===== config.mk =====
export PLATFORM = sky130hd
export DESIGN_NAME = cordic_vector
export DESIGN_NICKNAME = d
export VERILOG_FILES = /design/src/rtl/cordic_pkg.sv /design/src/rtl/cordic_atan_rom.sv /design/src/rtl/cordic_vector.sv
export SDC_FILE = /design/constraint.sdc
export NUM_CORES = 1
export LEC_CHECK = 0
export CAP_MARGIN = 10
export CELL_PAD_IN_SITES_DETAIL_PLACEMENT = 1
export CELL_PAD_IN_SITES_GLOBAL_PLACEMENT = 1
export CORE_ASPECT_RATIO = 0.75
export CORE_UTILIZATION = 45
export CTS_BUF_LIST = sky130_fd_sc_hd__clkbuf_8 sky130_fd_sc_hd__clkbuf_16
export CTS_CLUSTER_SIZE = 10
export DETAILED_ROUTE_END_ITERATION = 10
export GPL_TIMING_DRIVEN = 1
export PLACE_DENSITY = 0.92
export SLEW_MARGIN = 10
export SYNTH_ARGS = -nofsm -noshare
export SYNTH_HDL_FRONTEND = slang
export SYNTH_HIERARCHICAL = 1
export SYNTH_SLANG_ARGS = --single-unit

===== constraint.sdc =====
create_clock -name clock -period 6.2 [get_ports clock]
set_input_delay 1.24 -clock clock [delete_from_list [all_inputs] [get_ports clock]]
set_output_delay 1.24 -clock clock [all_outputs]
set_load 0.005 [all_outputs]

===== src/rtl/cordic_pkg.sv =====
// Shared constants and types for the CORDIC arithmetic blocks.
//   ATAN_TAB : atan(2^-i) in Q3.13 radians, indexed by micro-rotation i
//   PI/HALF_PI : Q3.13 radians
//   K_INV    : 1/K in Q2.14, used by the rotation-mode sin/cos generator
//   K_GAIN   : CORDIC gain K in Q2.14 LSBs (reference value)
//   state_t  : iterative engine control states
package cordic_pkg;

  localparam int ATAN_N = 16;

  localparam int ATAN_TAB [ATAN_N] = '{
    6434, 3798, 2007, 1019, 511, 256, 128, 64,
    32,   16,   8,    4,    2,   1,   0,   0
  };

  localparam int PI      = 25736;
  localparam int HALF_PI = 12868;

  localparam logic [15:0] K_INV  = 16'h26DD;
  localparam int          K_GAIN = 26981;

  typedef enum logic [1:0] {
    IDLE   = 2'd0,
    ROTATE = 2'd1,
    DONE   = 2'd2
  } state_t;

endpackage


===== src/rtl/cordic_atan_rom.sv =====
// Combinational arctangent lookup for CORDIC micro-rotations.
//   idx  : micro-rotation index i (0..15)
//   atan : atan(2^-i) in Q3.13 radians, WIDTH bits signed
module cordic_atan_rom
  import cordic_pkg::*;
#(
  parameter int WIDTH = 16
) (
  input  logic [3:0]       idx,
  output logic [WIDTH-1:0] atan
);

  assign atan = WIDTH'(ATAN_TAB[idx]);

endmodule


===== src/rtl/cordic_vector.sv =====
// Iterative vectoring-mode CORDIC: (x, y) -> (K*|v|, atan2(y, x)).
// One shift-add micro-rotation per clock, with a quadrant pre-rotation so
// inputs in the left half-plane are folded onto the right before iterating.
//   clock, reset : rising-edge clock, synchronous active-high reset
//   start        : request, sampled only while idle
//   x_in, y_in   : signed Q2.14 operands, captured on an accepted start
//   busy         : high from the cycle after acceptance through the done cycle
//   done         : one-cycle pulse, mag/angle valid from this cycle onward
//   mag          : unsigned Q4.14 gain-scaled magnitude
//   angle        : signed Q3.13 radians in [-pi, +pi]
module cordic_vector
  import cordic_pkg::*;
#(
  parameter int WIDTH = 16,
  parameter int ITER  = 16
) (
  input  logic             clock,
  input  logic             reset,
  input  logic             start,
  input  logic [WIDTH-1:0] x_in,
  input  logic [WIDTH-1:0] y_in,
  output logic             busy,
  output logic             done,
  output logic [WIDTH+1:0] mag,
  output logic [WIDTH-1:0] angle
);

  localparam int XW = WIDTH + 2;
  localparam int CW = 4;

  localparam logic signed [WIDTH-1:0] PI_W = WIDTH'(PI);

  state_t                  state;
  logic [CW-1:0]           cnt;
  logic                    zero_p0;
  logic signed [XW-1:0]    x_p0;
  logic signed [XW-1:0]    y_p0;
  logic signed [WIDTH-1:0] z_p0;

  logic signed [XW-1:0]    x_ext;
  logic signed [XW-1:0]    y_ext;
  logic signed [XW-1:0]    xs;
  logic signed [XW-1:0]    ys;
  logic signed [XW-1:0]    x_nxt;
  logic signed [XW-1:0]    y_nxt;
  logic signed [WIDTH-1:0] z_nxt;
  logic [WIDTH-1:0]        atan_raw;
  logic signed [WIDTH-1:0] atan_i;

  // Two guard bits keep the negation of the most negative input exact.
  assign x_ext = {{2{x_in[WIDTH-1]}}, x_in};
  assign y_ext = {{2{y_in[WIDTH-1]}}, y_in};

  cordic_atan_rom #(
    .WIDTH (WIDTH)
  ) u_atan_rom (
    .idx  (cnt),
    .atan (atan_raw)
  );

  assign atan_i = atan_raw;
  assign xs     = x_p0 >>> cnt;
  assign ys     = y_p0 >>> cnt;

  // Drive Y toward zero; Z accumulates the angle rotated through.
  always_comb begin
    x_nxt = x_p0;
    y_nxt = y_p0;
    z_nxt = z_p0;
    if (!y_p0[XW-1]) begin
      x_nxt = x_p0 + ys;
      y_nxt = y_p0 - xs;
      z_nxt = z_p0 + atan_i;
    end else begin
      x_nxt = x_p0 - ys;
      y_nxt = y_p0 + xs;
      z_nxt = z_p0 - atan_i;
    end
  end

  always_ff @(posedge clock) begin
    if (reset) begin
      state   <= IDLE;
      busy    <= 1'b0;
      done    <= 1'b0;
      mag     <= '0;
      angle   <= '0;
      cnt     <= '0;
      zero_p0 <= 1'b0;
      x_p0    <= '0;
      y_p0    <= '0;
      z_p0    <= '0;
    end else begin
      case (state)
        // Capture with pre-rotation: left half-plane vectors are negated
        // and Z starts at +/-pi depending on which side of the x axis.
        IDLE: begin
          done <= 1'b0;
          if (start) begin
            if (x_in[WIDTH-1]) begin
              x_p0 <= -x_ext;
              y_p0 <= -y_ext;
              z_p0 <= y_in[WIDTH-1] ? -PI_W : PI_W;
            end else begin
              x_p0 <= x_ext;
              y_p0 <= y_ext;
              z_p0 <= '0;
            end
            zero_p0 <= (x_in == '0) && (y_in == '0);
            cnt     <= '0;
            busy    <= 1'b1;
            state   <= ROTATE;
          end
        end

        // Micro-rotation stage; results land in the output registers on
        // the last iteration so they are valid together with done.
        ROTATE: begin
          x_p0 <= x_nxt;
          y_p0 <= y_nxt;
          z_p0 <= z_nxt;
          cnt  <= cnt + 1'b1;
          if (cnt == CW'(ITER - 1)) begin
            state <= DONE;
            done  <= 1'b1;
            mag   <= zero_p0 ? '0 : $unsigned(x_nxt);
            angle <= zero_p0 ? '0 : $unsigned(z_nxt);
          end
        end

        // Result cycle; start is not sampled here.
        DONE: begin
          done  <= 1'b0;
          busy  <= 1'b0;
          state <= IDLE;
        end

        default: begin
          state <= IDLE;
          busy  <= 1'b0;
          done  <= 1'b0;
        end
      endcase
    end
  end

endmodule


# [Word level (Yosys, flattened, before mapping)]
# Memories as Yosys holds them, arrays and structs flattened.
# Cells that the tools add are included.
[op_classes] add_sub_neg=9 order_cmp=1 eq_ne=4 shifts=2 mux=24 bitwise_logic=2 reduce_logical=11
[ops] cell="$mux W18" count=7
[ops] cell="$mux W16" count=7
[ops] cell="$pmux W18 S2" count=2
[ops] cell="$add A18 B18 Y18" count=2
[ops] cell="$neg A16 Y18" count=2
[ops] cell="$sshr A18 B4 Y18" count=2
[ops] cell="$sub A18 B18 Y18" count=2
[ops] cell="$logic_not A16 Y1" count=2
[ops] cell="$pmux W16 S2" count=1
[ops] cell="$add A16 B16 Y16" count=1
[ops] cell="$sub A16 B16 Y16" count=1
[ops] cell="$reduce_and A2 Y1" count=5
[ops] cell="$pmux W4 S2" count=1
[ops] cell="$ge A5 B5 Y1 const B" count=1
[ops] cell="$not A4 Y5" count=1
[ops] cell="$add A4 B1 Y4 const B" count=1
[ops] cell="$eq A4 B4 Y1 const B" count=1
[ops] cell="$mux W2" count=2
[ops] cell="$mux W4" count=1
[ops] cell="$ne A2 B2 Y1 const B" count=2
[ops] cell="$pmux W2 S2" count=1
[ops] cell="$eq A2 B1 Y1 const B" count=1
[ops] cell="$logic_not A2 Y1" count=1
[ops] cell="$pmux W1 S2" count=1
[ops] cell="other kinds (5)" count=5
[totals] register_bits=95 romBits=512 input_bits=35 output_inout_bits=36 elab_cells=64 mem_count=1
[mem_list] memory="(name not given)" depth=16 width=32 rd=1 rd_clocked_by_memory_dff=0 write_ports=0 line_no="cordic_atan_rom.sv:13" text="assign atan = WIDTH'(ATAN_TAB[idx]);"

# [Depth between registers and ports, before layout]
[logic_depth] ltp_word=7 mapped_depth=23 depth_no_buf=20

# [Modules after synthesis]
# The synthesis kept the hierarchy.
[by_module_without_submodules] module="cordic_vector" n_inst=1 cells_each=1245 area_each_um2=9671.8 seq_area_each_um2=1901.8
[by_module_without_submodules] module="cordic_atan_rom" n_inst=1 cells_each=42 area_each_um2=337.8 seq_area_each_um2=0.0

# [Worst setup path before layout]
# OpenSTA, ideal clock, no wires.
[synth_path] kind="register -> register" from="register cnt[3]" to="register mag[16]" setup_time_ns=0.071 arrival_ns=4.638 required_ns=6.129 path_slack_ns=1.492 path_stages_with_launch=19 path_buffers=4 period_less_slack_ns=4.708 cell_sequence="dfxtp_1 > buf_2 > clkbuf_1 > buf_1 > clkbuf_1 > nand2_1 > o21a_1 > ha_1 > a31oi_1 > nand2b_1 > o31ai_1 > a221o_1 > ha_1 > or3_1 > o221a_2 > o2111ai_1 > a21oi_1 > or4b_2 > a21oi_1"
[synth_via] elab_chain_cells=4 elab_cells_between_ends=7 classes_between="add/sub (2); eq/ne (1); shift (1); mux (2); reduce/logical (1)"
[synth_rtl] element="from (decl)" line_no="cordic_vector.sv:34" text="logic [CW-1:0] cnt;"
[synth_rtl] element="from (signal assigned)" line_no="cordic_vector.sv:122" text="cnt <= cnt + 1'b1;"
[synth_rtl] element="$sshr A18 B4 Y18" line_no="cordic_vector.sv:63" text="assign ys = y_p0 >>> cnt;"
[synth_rtl] element="$add A18 B18 Y18 / $sub A18 B18 Y18 (equally long branches)" line_no="cordic_vector.sv:71, cordic_vector.sv:75"
[synth_rtl] element="$mux W18" line_no="cordic_vector.sv:70" text="if (!y_p0[XW-1]) begin"
[synth_rtl] element="$mux W18" line_no="cordic_vector.sv:126" text="mag <= zero_p0 ? '0 : $unsigned(x_nxt);"
[synth_rtl] element="to (signal assigned)" line_no="cordic_vector.sv:126"
[synth_rtl] element="to (decl)" line_no="cordic_vector.sv:24" text="output logic [WIDTH+1:0] mag,"
# Several ways; a longest one is shown, not always the timed one.
# A chain may end at the register's enable or synchronous reset.

# [Worst setup path after layout]
[layout_path] from="register cnt[1]" to="register mag[16]"
# The elaborated chain is that of the path after synthesis.

==> metrics.md <==
| Metric | Value |
|---|---|
| Post-CTS Resized | `0` |
| Final hold violations | `0` |
| Top Usage Layer GRT | `met2` |
| Worst-path clk slew | `about 0.070 ns` |
| Total of max-cap violations | `0` |
| GR Util All Layers | `32.73%` |
| Nets | `1408` |
| Worst Skew | `0.004649 ns` |
| Vias | `10390` |
| Setup CP Type | `register to register` |
| First-pass GRT wire length | `roughly 60000 microns` |
| Buffers added on ports | `70` |
| Die Width | `174.2 microns` |
| Syn Inst Count | `1287` |
| CORE AREA | `0.02147 sq mm` |
| WHS Path Cells | `2` |
| Post-DRT Antenna Nets | `0` |
| Slew Limit Fails | `0` |
| RSZ-0062 raised after global routing | `false` |
| Syn Area/Cell | `7.777 sq um` |
| WL per Instance | `around 24 microns` |
| R2R cell count | `16` |
| DRT Pass-1 Iters | `5` |
| M3 GR Usage | `6.279%` |
| Post-route setup TNS | `0 ns` |
| Min Hold Slack | `0.4829 ns` |
| Grt ovf | `0` |
| Post-DP HPWL | `28260 microns` |
| Worst min path class | `register to register` |
| Outcome | `finished, final reports clean` |
| FILL cells | `roughly 2700` |
| Die area | `0.02285 sq mm` |
| Most common cell after layout, fill and taps aside | `nor2_1` |
| Share of layout cells above drive strength 1 | `9.063%` |
| Crit path time final | `between 5 and 6 ns` |
| Measured slew at the worst slew-check pin | `1.162 ns` |
| Vias/cell | `6.490` |
| Root buf cell | `clkbuf_16` |
| Final Non-Filler Cells | `between 1500 and 2000` |
| Ys async rst share | `0%` |
| Routed wire length | `between 30000 and 40000 microns` |
| Largest net degree at the start of global routing | `56` |
| Ant diodes | `0` |
| Flops & latches, synth | `between 90 and 100` |
| Cts bufs inserted | `9` |
| Initial antenna violation count | `0` |
| CP max FO | `30` |
| GP Congestion | `0.9922` |
| Number of synthesis warnings | `6` |
| Met1 usage | `43.33%` |
| Commonest cells after routing, fill and taps aside | `182 x nor2_1, 121 x a21oi_1, 90 x dfxtp_1` |
| Detailed Route Iter0 Violations | `993` |
| Setup Viol. Count Final | `0` |
| Worst skew pair latency | `0.37 ns` |
| Slew margin rel. | `22.32%` |
| Die H | `131.2 microns` |
| Clock Tree Buf Depth | `2` |
| TritonCTS clock tree | `yes` |
| Unique masters post-synth | `85` |
| Startpoint Class | `register` |
| Final core utilization | `approximately half` |
| Register area share after synthesis | `19.00%` |
| Main synth FF type | `dfxtp_1` |
| Placed Cells | `1586` |
| Peak supply drop | `between 150 and 200 uV` |
| Site Rows | `46` |
| H-tree levels | `3` |
| DRC viols | `0` |
| Post-CTS Repair Setup Buffers | `0` |
| Post-synth EDFFs | `0` |
| Final worst-path cycle share | `92.44%` |
| Sink Count | `95` |
| Area growth syn-to-layout | `10.89%` |
| Lkg Pwr | `4.291 nW` |
| Ports | `71` |
| Power Dens Cells | `329.0 mW/mm^2` |
| Crit. End Element | `register` |
| Starting Density | `46.63%` |
| CP Data Arrival Time | `~6 ns` |
| Hold-fix buffers, CTS | `0` |
| Fmax | `around 170 MHz` |
| Via count of the first global-routing pass | `10570` |
| Worst path required time | `6.50 ns` |
| Grt met2 use | `a little over half` |
| Post-synth design cell area | `0.01001 sq mm` |
| Power, Total | `3.652 mW` |
## critical path, stage by stage (launching register included)
cell,delay (ns)
dfxtp_2,0.84
buf_4,0.47
nor2_4,0.12
mux2i_1,0.17
a221oi_2,0.52
a211oi_1,0.18
a31oi_1,0.59
nand2b_1,0.24
o31ai_1,0.08
a221o_1,0.36
ha_1,0.24
or3_1,0.37
o221a_2,0.26
o2111ai_1,0.29
a21oi_1,0.13
or4b_2,0.64
a21oi_1,0.15
## where the power goes
part	total [mW]	switching, mW	internal, mW
registers	0.857	0.180	0.677
logic	2.27	1.33	0.934
clock network	0.529	0.252	0.277
total	3.65	1.76	1.89
## logic make-up (layout without fill, tap and decap cells)
logic type / count (synthesis) / in the layout / synth area share, %
fa+ha+maj: 64 / 64 / 8.225
flops: 95 / 95 / 19.00
buf+inv: 128 / 152 / 6.025
compound gates: 382 / 382 / 24.60
simple gates: 427 / 427 / 20.29
other cells: 1 / 3 / 0.03746
xor+xnor: 102 / 102 / 9.000
mux: 88 / 88 / 12.82
## registers in the layout, indices dropped and copies added, names as in the netlist
register	count
state	2
zero_p0	1
x_p0	18
cnt	4
done	1
angle	16
y_p0	18
mag	18
busy	1
z_p0	16
## synthesized netlist by cell type (4+ instances only)
library cell | number | area, sq um
nor2_1 | 182 | 683.2
a21oi_1 | 121 | 605.6
dfxtp_1 | 95 | 1902
nand2_1 | 88 | 330.3
o21ai_0 | 66 | 330.3
ha_1 | 61 | 763.2
xnor2_1 | 60 | 525.5
clkbuf_1 | 54 | 202.7
inv_1 | 41 | 153.9
xor2_1 | 41 | 359.1
a211oi_1 | 37 | 277.8
mux2i_1 | 33 | 330.3
nor3_1 | 33 | 165.2
mux4_2 | 25 | 563.0
a22oi_1 | 23 | 172.7
mux2_2 | 21 | 236.5
nand2b_1 | 21 | 131.4
o22ai_1 | 20 | 125.1
o21a_1 | 14 | 105.1
a21o_1 | 12 | 90.09
nor2b_1 | 12 | 75.07
or3_1 | 12 | 75.07
and3_1 | 11 | 68.82
buf_2 | 11 | 55.05
nand3_1 | 11 | 55.05
o211ai_1 | 10 | 75.07
o31ai_1 | 10 | 75.07
and2_1 | 8 | 50.05
a31oi_1 | 7 | 43.79
buf_6 | 7 | 78.83
nand3b_1 | 7 | 52.55
nor3b_1 | 7 | 52.55
nor4_1 | 7 | 43.79
or4_1 | 7 | 52.55
buf_4 | 6 | 45.04
a2111oi_0 | 5 | 43.79
mux2_1 | 5 | 56.30
o21bai_1 | 5 | 37.54
o31a_1 | 5 | 43.79
or2_2 | 5 | 31.28
buf_1 | 4 | 15.01
o21ai_1 | 4 | 20.02
o2bb2ai_1 | 4 | 35.03
## metrics by stage
stage	worst slack [ns]	area (sq um)
2_1_floorplan	1.492	10020
3_3_place_gp	0.9330	10830
3_5_place_dp	0.6856	10830
4_1_cts	0.6296	11100
5_1_grt	0.1052	11100
6_report	0.4685	11100
## final cells by class
class                   instances  area [sq um]  share of cell area (%)
inverters                      43         161.4                   1.454
clock inverters                 5         27.53                  0.2480
well taps                     288         360.3                   3.247
clock buffers                  10         239.0                   2.153
repair buffers                 94         875.8                   7.891
flip-flops and latches         95          1908                   17.19
multi-input cells            1066          7527                   67.82
## final timing paths
path                            slack, ns           startpoint                   end
worst min register to register       0.48    done$_SDFFE_PP0N_     done$_SDFFE_PP0N_
worst min-delay path                 0.48    done$_SDFFE_PP0N_     done$_SDFFE_PP0N_
worst max register to register       0.47  cnt[1]$_SDFFE_PP0P_  mag[16]$_SDFFE_PP0P_
worst max-delay path                 0.47  cnt[1]$_SDFFE_PP0P_  mag[16]$_SDFFE_PP0P_
## per-layer routing
metal,routed length (microns),share of wire (%)
met1,16480,44
met2,17340,46
met3,2843,7.5
met4,1016,2.7
met5,0,0
Power figures use the tool's default switching activity.
